<file path="config.mk">
export PLATFORM = sky130hd
export DESIGN_NAME = student_fir_result_sink_flat
export DESIGN_NICKNAME = d
export VERILOG_FILES = /design/src/rtl/student_fir_pkg.sv /design/src/rtl/student_fir_result_sink_if.sv /design/src/rtl/student_sync_fifo.sv /design/src/rtl/student_fir_result_sink.sv /design/src/flat_wrapper.sv
export SDC_FILE = /design/constraint.sdc
export NUM_CORES = 1
export LEC_CHECK = 0
export ABC_AREA = 1
export CELL_PAD_IN_SITES_DETAIL_PLACEMENT = 2
export CELL_PAD_IN_SITES_GLOBAL_PLACEMENT = 2
export CORE_UTILIZATION = 35
export DETAILED_ROUTE_END_ITERATION = 10
export GPL_TIMING_DRIVEN = 0
export PLACE_DENSITY_LB_ADDON = 0.12
export SETUP_SLACK_MARGIN = 0.3
export SLEW_MARGIN = 20
export SYNTH_ARGS = -nofsm -noshare
export SYNTH_HDL_FRONTEND = slang
export SYNTH_SLANG_ARGS = --single-unit
</file>
<file path="constraint.sdc">
create_clock -name clk_i -period 4 [get_ports clk_i]
set_clock_uncertainty 0.1 [all_clocks]
set_input_delay 0.6 -clock clk_i [delete_from_list [all_inputs] [get_ports clk_i]]
set_output_delay 0.6 -clock clk_i [all_outputs]
set_load 0.01 [all_outputs]
</file>
<file path="src/rtl/student_fir_pkg.sv">
// Shared definitions for the FIR result sink: default widths and the
// round-half-up / saturate helper used by the result pipeline.
package student_fir_pkg;

  localparam int DEF_DATA_SIZE_FIR_OUT = 32;
  localparam int DEF_DATA_SIZE         = 16;
  localparam int DEF_FRAC_SHIFT        = 15;
  localparam int DEF_DEPTH_LOG2        = 4;
  localparam int DEF_CNT_WIDTH         = 16;

  // Working width of the rounding arithmetic. Any accumulator up to 63 bits
  // gets at least one guard bit, so the rounding add can never wrap.
  localparam int RS_WORK_W = 64;

  typedef struct packed {
    logic [RS_WORK_W-1:0] value;  // clamped result, sign-extended to RS_WORK_W
    logic                 sat;    // result was clamped to the output range
  } round_sat_t;

  // Round half toward +inf, arithmetic shift right by frac_shift, then clamp
  // to a signed out_w-bit range. The input must already be sign-extended.
  function automatic round_sat_t round_sat(
    input logic signed [RS_WORK_W-1:0] y,
    input int unsigned                 out_w,
    input int unsigned                 frac_shift
  );
    logic signed [RS_WORK_W-1:0] half;
    logic signed [RS_WORK_W-1:0] r;
    logic signed [RS_WORK_W-1:0] max_v;
    logic signed [RS_WORK_W-1:0] min_v;
    round_sat_t                  res;
    half  = RS_WORK_W'(1) << (frac_shift - 1);
    r     = (y + half) >>> frac_shift;
    max_v = (RS_WORK_W'(1) << (out_w - 1)) - RS_WORK_W'(1);
    min_v = -(RS_WORK_W'(1) << (out_w - 1));
    if (r > max_v) begin
      res.value = max_v;
      res.sat   = 1'b1;
    end else if (r < min_v) begin
      res.value = min_v;
      res.sat   = 1'b1;
    end else begin
      res.value = r;
      res.sat   = 1'b0;
    end
    return res;
  endfunction

endpackage

</file>
<file path="src/rtl/student_fir_result_sink_if.sv">
// FIR-side strobe/data and consumer-side valid/ready stream of the result sink.
interface student_fir_result_sink_if
  import student_fir_pkg::*;
#(
  parameter int DATA_SIZE_FIR_OUT = DEF_DATA_SIZE_FIR_OUT,
  parameter int DATA_SIZE         = DEF_DATA_SIZE
);

  logic                         valid_strobe_in;
  logic [DATA_SIZE_FIR_OUT-1:0] y_in;
  logic [DATA_SIZE-1:0]         sample_out;
  logic                         valid_out;
  logic                         ready_in;

  // Environment side: drives the filter result and consumes samples.
  modport master (
    output valid_strobe_in,
    output y_in,
    output ready_in,
    input  sample_out,
    input  valid_out
  );

  // Sink side: the result sink itself.
  modport slave (
    input  valid_strobe_in,
    input  y_in,
    input  ready_in,
    output sample_out,
    output valid_out
  );

endinterface

</file>
<file path="src/rtl/student_sync_fifo.sv">
// Single-clock show-ahead FIFO. Pointers carry one extra wrap bit so full and
// empty are distinguishable; a push is accepted on a full FIFO only when a pop
// frees the head in the same cycle.
module student_sync_fifo #(
  parameter int WIDTH      = 16,
  parameter int DEPTH_LOG2 = 4
) (
  input  logic                  clk_i,
  input  logic                  rst_i,
  input  logic                  clear_i,
  input  logic                  push,
  input  logic [WIDTH-1:0]      wdata,
  input  logic                  pop,
  output logic [WIDTH-1:0]      rdata,
  output logic                  full,
  output logic                  empty,
  output logic [DEPTH_LOG2:0]   level
);

  localparam int DEPTH = 1 << DEPTH_LOG2;

  logic [WIDTH-1:0]      mem [DEPTH];
  logic [DEPTH_LOG2:0]   wr_ptr;
  logic [DEPTH_LOG2:0]   rd_ptr;
  logic                  do_push;
  logic                  do_pop;

  assign empty   = (wr_ptr == rd_ptr);
  assign full    = (wr_ptr[DEPTH_LOG2] != rd_ptr[DEPTH_LOG2]) &&
                   (wr_ptr[DEPTH_LOG2-1:0] == rd_ptr[DEPTH_LOG2-1:0]);
  assign do_pop  = pop && !empty;
  assign do_push = push && (!full || do_pop);
  assign level   = wr_ptr - rd_ptr;
  assign rdata   = mem[rd_ptr[DEPTH_LOG2-1:0]];

  // Pointer update; clear empties the FIFO and wins over push/pop.
  // NOTE: sequential state uses non-blocking assignments so every flop samples
  // pre-edge values regardless of block ordering.
  always_ff @(posedge clk_i or posedge rst_i) begin
    if (rst_i) begin
      wr_ptr <= '0;
      rd_ptr <= '0;
    end else if (clear_i) begin
      wr_ptr <= '0;
      rd_ptr <= '0;
    end else begin
      if (do_push) wr_ptr <= wr_ptr + 1'b1;
      if (do_pop)  rd_ptr <= rd_ptr + 1'b1;
    end
  end

  // Storage write.
  // NOTE: the array is deliberately left without reset; the pointers alone
  // define which entries are live, and a resettable array would cost a flop
  // per bit instead of RAM.
  always_ff @(posedge clk_i) begin
    if (do_push && !clear_i) mem[wr_ptr[DEPTH_LOG2-1:0]] <= wdata;
  end

endmodule

</file>
<file path="src/rtl/student_fir_result_sink.sv">
// Receiving end of the FIR output: detects the strobe edge, captures the
// accumulator, rounds/scales/saturates it to sample width and queues it for a
// valid/ready consumer. Tracks saturation and dropped results.
module student_fir_result_sink
  import student_fir_pkg::*;
#(
  parameter int DATA_SIZE_FIR_OUT = DEF_DATA_SIZE_FIR_OUT,
  parameter int DATA_SIZE         = DEF_DATA_SIZE,
  parameter int FRAC_SHIFT        = DEF_FRAC_SHIFT,
  parameter int DEPTH_LOG2        = DEF_DEPTH_LOG2,
  parameter int CNT_WIDTH         = DEF_CNT_WIDTH
) (
  input  logic                         clk_i,
  input  logic                         rst_i,
  input  logic                         clear_i,
  student_fir_result_sink_if.slave     bus,
  output logic [DEPTH_LOG2:0]          fill_level_o,
  output logic                         overflow_o,
  output logic [CNT_WIDTH-1:0]         sat_count_o,
  output logic [CNT_WIDTH-1:0]         drop_count_o
);

  // Edge detection
  logic                         strobe_prev;
  logic                         event_det;

  // Pipeline
  logic                         s1_valid;
  logic [DATA_SIZE_FIR_OUT-1:0] s1_y;
  logic [RS_WORK_W-1:0]         s1_y_ext;
  round_sat_t                   rs;
  logic                         rs_value_unused;
  logic                         s2_valid;
  logic [DATA_SIZE-1:0]         s2_sample;

  // FIFO interface
  logic                         fifo_push;
  logic                         fifo_pop;
  logic                         fifo_full;
  logic                         fifo_empty;
  logic [DATA_SIZE-1:0]         fifo_rdata;
  logic                         drop;

  assign event_det = bus.valid_strobe_in && !strobe_prev;

  // Previous strobe level; keeps updating during clear so a held strobe
  // does not re-trigger once clear is released.
  always_ff @(posedge clk_i or posedge rst_i) begin
    if (rst_i) strobe_prev <= 1'b0;
    else       strobe_prev <= bus.valid_strobe_in;
  end

  // S1: capture the accumulator on the strobe's rising edge.
  always_ff @(posedge clk_i or posedge rst_i) begin
    if (rst_i) begin
      s1_valid <= 1'b0;
      s1_y     <= '0;
    end else if (clear_i) begin
      s1_valid <= 1'b0;
      s1_y     <= '0;
    end else begin
      s1_valid <= event_det;
      if (event_det) s1_y <= bus.y_in;
    end
  end

  // Sign-extend into the working width, then round and clamp.
  assign s1_y_ext = {{(RS_WORK_W-DATA_SIZE_FIR_OUT){s1_y[DATA_SIZE_FIR_OUT-1]}}, s1_y};
  assign rs       = round_sat(s1_y_ext, DATA_SIZE, FRAC_SHIFT);
  // Upper bits of the clamped value are sign copies and are not needed.
  assign rs_value_unused = ^rs.value[RS_WORK_W-1:DATA_SIZE];

  // S2: register the rounded/saturated sample; this stage feeds the FIFO.
  always_ff @(posedge clk_i or posedge rst_i) begin
    if (rst_i) begin
      s2_valid  <= 1'b0;
      s2_sample <= '0;
    end else if (clear_i) begin
      s2_valid  <= 1'b0;
      s2_sample <= '0;
    end else begin
      s2_valid <= s1_valid;
      if (s1_valid) s2_sample <= rs.value[DATA_SIZE-1:0];
    end
  end

  // A full FIFO still accepts a result when its head leaves in the same cycle.
  assign fifo_pop  = !fifo_empty && bus.ready_in;
  assign fifo_push = s2_valid && (!fifo_full || fifo_pop);
  assign drop      = s2_valid && fifo_full && !fifo_pop;

  student_sync_fifo #(
    .WIDTH      (DATA_SIZE),
    .DEPTH_LOG2 (DEPTH_LOG2)
  ) u_fifo (
    .clk_i   (clk_i),
    .rst_i   (rst_i),
    .clear_i (clear_i),
    .push    (fifo_push),
    .wdata   (s2_sample),
    .pop     (fifo_pop),
    .rdata   (fifo_rdata),
    .full    (fifo_full),
    .empty   (fifo_empty),
    .level   (fill_level_o)
  );

  // Head sample is forced to zero while empty so reset shows a clean output.
  assign bus.valid_out  = !fifo_empty;
  assign bus.sample_out = fifo_empty ? '0 : fifo_rdata;

  // Saturation counter, counted when the clamped sample is registered.
  always_ff @(posedge clk_i or posedge rst_i) begin
    if (rst_i) begin
      sat_count_o <= '0;
    end else if (clear_i) begin
      sat_count_o <= '0;
    end else if (s1_valid && rs.sat && (sat_count_o != '1)) begin
      sat_count_o <= sat_count_o + 1'b1;
    end
  end

  // Sticky overflow flag and saturating drop counter.
  always_ff @(posedge clk_i or posedge rst_i) begin
    if (rst_i) begin
      overflow_o   <= 1'b0;
      drop_count_o <= '0;
    end else if (clear_i) begin
      overflow_o   <= 1'b0;
      drop_count_o <= '0;
    end else if (drop) begin
      overflow_o <= 1'b1;
      if (drop_count_o != '1) drop_count_o <= drop_count_o + 1'b1;
    end
  end

endmodule

</file>
<file path="src/flat_wrapper.sv">
// flat-port wrapper written by rule: the top's interface ports become plain ports
module student_fir_result_sink_flat import student_fir_pkg::*;
#(
  parameter int DATA_SIZE_FIR_OUT = DEF_DATA_SIZE_FIR_OUT,
  parameter int DATA_SIZE         = DEF_DATA_SIZE,
  parameter int FRAC_SHIFT        = DEF_FRAC_SHIFT,
  parameter int DEPTH_LOG2        = DEF_DEPTH_LOG2,
  parameter int CNT_WIDTH         = DEF_CNT_WIDTH
)
  (clk_i, rst_i, clear_i, fill_level_o, overflow_o, sat_count_o, drop_count_o, bus_valid_strobe_in, bus_y_in, bus_ready_in, bus_sample_out, bus_valid_out);
  student_fir_result_sink_if #(.DATA_SIZE_FIR_OUT(DATA_SIZE_FIR_OUT), .DATA_SIZE(DATA_SIZE)) bus_i ();
  input  logic clk_i;
  input  logic rst_i;
  input  logic clear_i;
  output logic [DEPTH_LOG2:0] fill_level_o;
  output logic overflow_o;
  output logic [CNT_WIDTH-1:0] sat_count_o;
  output logic [CNT_WIDTH-1:0] drop_count_o;
  input wire logic [$bits(bus_i.valid_strobe_in)-1:0] bus_valid_strobe_in;
  input wire logic [$bits(bus_i.y_in)-1:0] bus_y_in;
  input wire logic [$bits(bus_i.ready_in)-1:0] bus_ready_in;
  output wire logic [$bits(bus_i.sample_out)-1:0] bus_sample_out;
  output wire logic [$bits(bus_i.valid_out)-1:0] bus_valid_out;
  assign bus_i.valid_strobe_in = bus_valid_strobe_in;
  assign bus_i.y_in = bus_y_in;
  assign bus_i.ready_in = bus_ready_in;
  assign bus_sample_out = bus_i.sample_out;
  assign bus_valid_out = bus_i.valid_out;
  student_fir_result_sink #(.DATA_SIZE_FIR_OUT(DATA_SIZE_FIR_OUT), .DATA_SIZE(DATA_SIZE), .FRAC_SHIFT(FRAC_SHIFT), .DEPTH_LOG2(DEPTH_LOG2), .CNT_WIDTH(CNT_WIDTH)) u_core (.clk_i(clk_i), .rst_i(rst_i), .clear_i(clear_i), .bus(bus_i), .fill_level_o(fill_level_o), .overflow_o(overflow_o), .sat_count_o(sat_count_o), .drop_count_o(drop_count_o));
endmodule
</file>
==> out/results.ini <==
[floorplanning]
start_util_pct=35.5
core_area_um2=40900
die_x_um=206
die_y_um=206
die_area_um2=42300
ioPinCount=92
rows=74

[drt]
drtIter0Drc=630
detail_route.wl_per_cell_um=24.9
dr.pass1.iters=4
wirelength_mm=49.6
vias=10800
vias_per_cell=5.44
drtAntennaViolNets=0
drc=0

[synthesis]
synth_top_area_share_pct=52.9
synth_cell_types=36
syn_area_um2=14500
syn-num-nets=1334
synth_seq_cells=336
syn_inst=1284
syn_area_per_cell_um2=11.3
seq_area_frac_synth_pct=66.7
ys_top_cells_by_area=edfxtp_1, dfrtp_1, o21ai_0
yosysTopAreaCell=edfxtp_1
yosysWarnings=0

[grt]
grt_max_degree=44
antenna_found_initial=0
grt_util_all_layers_pct=24.1
grt_pass1_vias=11800
overflow=0
grt_pass1_wl_mm=74.5

[timing]
period_share_pct=89.1
drv_slew=0
min_period_ns=3.56
finalSetupTns_ns=0
slew_headroom_pct=37.6
rsz0062_at_grt=no
clock.fmax_mhz=281
setup_viol=0
tightest_slew_ns=0.936
hold_viol_final=0

[job]
maxCapViolCount=0

[finish]
insertedDiodeCount=0
layout.nets=1481
syn2layout_area_growth_pct=22.5
drive_above_1_share_pct=14.2

[setup_path]
crit_arrival_ns=2.86
worstPathMaxFanout=10
ff2ff_setup_slack_ns=0.59
r2r_start=u_core.u_fifo.rd_ptr[1]
timing.critical_path.to=bus_valid_out
cp_data_required_time_ns=3.30
reg2reg_depth=12
cp-startpoint=u_core.u_fifo.rd_ptr[1]
r2r_end=u_core.u_fifo.mem[14][8]
worstSetupEndpointType=output port
start_kind=flop
critical_path_class=flop to output port

[power_and_ir_drop]
total_power_mw=7.65
leakagePower_nw=6.55
power_density_nw_per_um2=429
ir_drop_mv=0.264

[clocking]
cts_tree=done
ctsHtreeMaxLevel=2
postCtsHoldBufs=0
worstSkewPairLatency_ns=0.55
cts_root_buffer=clkbuf_16
numCtsBuffers=39
clkSlewWorstSetupHoldPaths_ns=0.06
clockBufferDepth=3
cts_num_sinks=336

[placement]
hpwl_mm=33.8
finalWeightedCongestion=0.805
io_buffers=76

[min_path]
hp-class=input port to async pin

[outcome]
status=finished, final reports clean

[how the worst min path moves through the flow]
| stage | slack, ns | start | depth (start not counted) | to |
|---|---|---|---|---|
| after floorplan | 0.35 | u_core.u_fifo.rd_ptr[4] | 1 | u_core.u_fifo.rd_ptr[4] |
| final | 0.36 | rst_i | 2 | u_core.sat_count_o[0] |
| after detailed placement | 0.40 | u_core.u_fifo.wr_ptr[4] | 1 | u_core.u_fifo.wr_ptr[4] |
| after global placement | 0.37 | u_core.u_fifo.rd_ptr[4] | 1 | u_core.u_fifo.rd_ptr[4] |
| after global routing | 0.40 | rst_i | 2 | u_core.sat_count_o[0] |
| after CTS | 0.37 | rst_i | 2 | u_core.sat_count_o[0] |
[flip-flops by register name (all words and copies together) (netlist names)]
signal,cells
u_core.u_fifo.mem,256
u_core.s1_y,18
u_core.drop_count_o,16
u_core.s2_sample,16
u_core.sat_count_o,16
u_core.u_fifo.rd_ptr,5
u_core.u_fifo.wr_ptr,5
u_core.overflow_o,1
u_core.s1_valid,1
u_core.s2_valid,1
u_core.strobe_prev,1
[report_power, final]
group | switching, mW | total, mW | internal, mW
logic | 0.287 | 0.438 | 0.150
registers | 0.0507 | 3.81 | 3.76
clock network | 1.45 | 3.40 | 1.95
total | 1.78 | 7.65 | 5.86
[critical path, stage by stage, from the launching register on]
cell and delay, ns:
dfrtp_2 0.41, inv_1 0.10, clkbuf_8 0.18, clkbuf_8 0.19
ha_1 0.30, nand4_1 0.18, nor2_4 0.28, buf_8 0.17
inv_1 0.04, clkdlybuf4s50_1 0.46
[cells in the final DEF (no fill, tap or decap), types with 23 or more instances in the layout]
cell / netlist / layout
nand3_1: 46 / 44
nand4_1: 29 / 29
clkbuf_16: 0 / 41
inv_1: 62 / 59
xor2_1: 31 / 31
dfrtp_1: 80 / 77
clkbuf_1: 50 / 23
nand2_1: 179 / 179
nor2_1: 178 / 164
o22ai_1: 43 / 43
o21ai_0: 159 / 159
clkdlybuf4s50_1: 0 / 60
edfxtp_1: 256 / 256
[layer usage]
metal  up-vias  share of wire, %  GRT usage (%)
met1      5623                45           31.9
met5         -                 0              0
met2       218                49           40.3
met3        77               3.5           3.37
met4         0               3.0           8.61
li1       4915                 -              -
[through the flow]
stage                     hold WS, ns  cells  utilization (%)  worst slack (ns)  cell area (um2)
after detailed placement        0.397   1911             39.7            -0.741            16300
final                           0.362   1993             43.5             0.438            17800
after CTS                       0.373   1988             43.4             0.187            17700
after global routing            0.397   1993             43.5             0.333            17800
after global placement          0.371   1892             39.0             -1.51            16000
after floorplan                 0.353   1284                -             0.647            14500
[kinds of logic after synthesis]
family | after synthesis | synth area share [%]
AO/OA/AOI/OAI | 283 | 11.5
XOR/XNOR | 38 | 2.29
adder cells (fa/ha/maj) | 13 | 1.17
buffers and inverters | 132 | 3.69
AND/OR/NAND/NOR | 482 | 14.7
flip-flops | 336 | 66.7
[synth_stat cells, drive strengths merged]
cell,n
edfxtp,256
nand2,187
nor2,186
o21ai,159
dfrtp,80
inv,64
nand3,58
clkbuf,50
o22ai,43
xor2,31
nand4,29
o211ai,22
o221ai,21
nor3,19
buf,18
a31oi,17
ha,12
a21oi,11
o31ai,8
xnor2,7
or2,2
a41oi,1
fa,1
nand3b,1
o21bai,1
[repair_timing]
item	in CTS	in global routing
buffers inserted	6	5
pin swaps	14	3
gates resized for setup	97	13
endpoints found under the setup margin	257	6
[cell type report]
type / instances / area [um2]
Buffer: 68 / 440
Clock buffer: 49 / 1070
Clock inverter: 22 / 131
Fill cell: 4218 / 23100
Inverter: 64 / 246
Multi-Input combinational cell: 816 / 4480
Sequential cell: 336 / 9690
Tap cell: 532 / 666
Timing Repair Buffer: 106 / 1090
(Power assumes the default switching activity.)
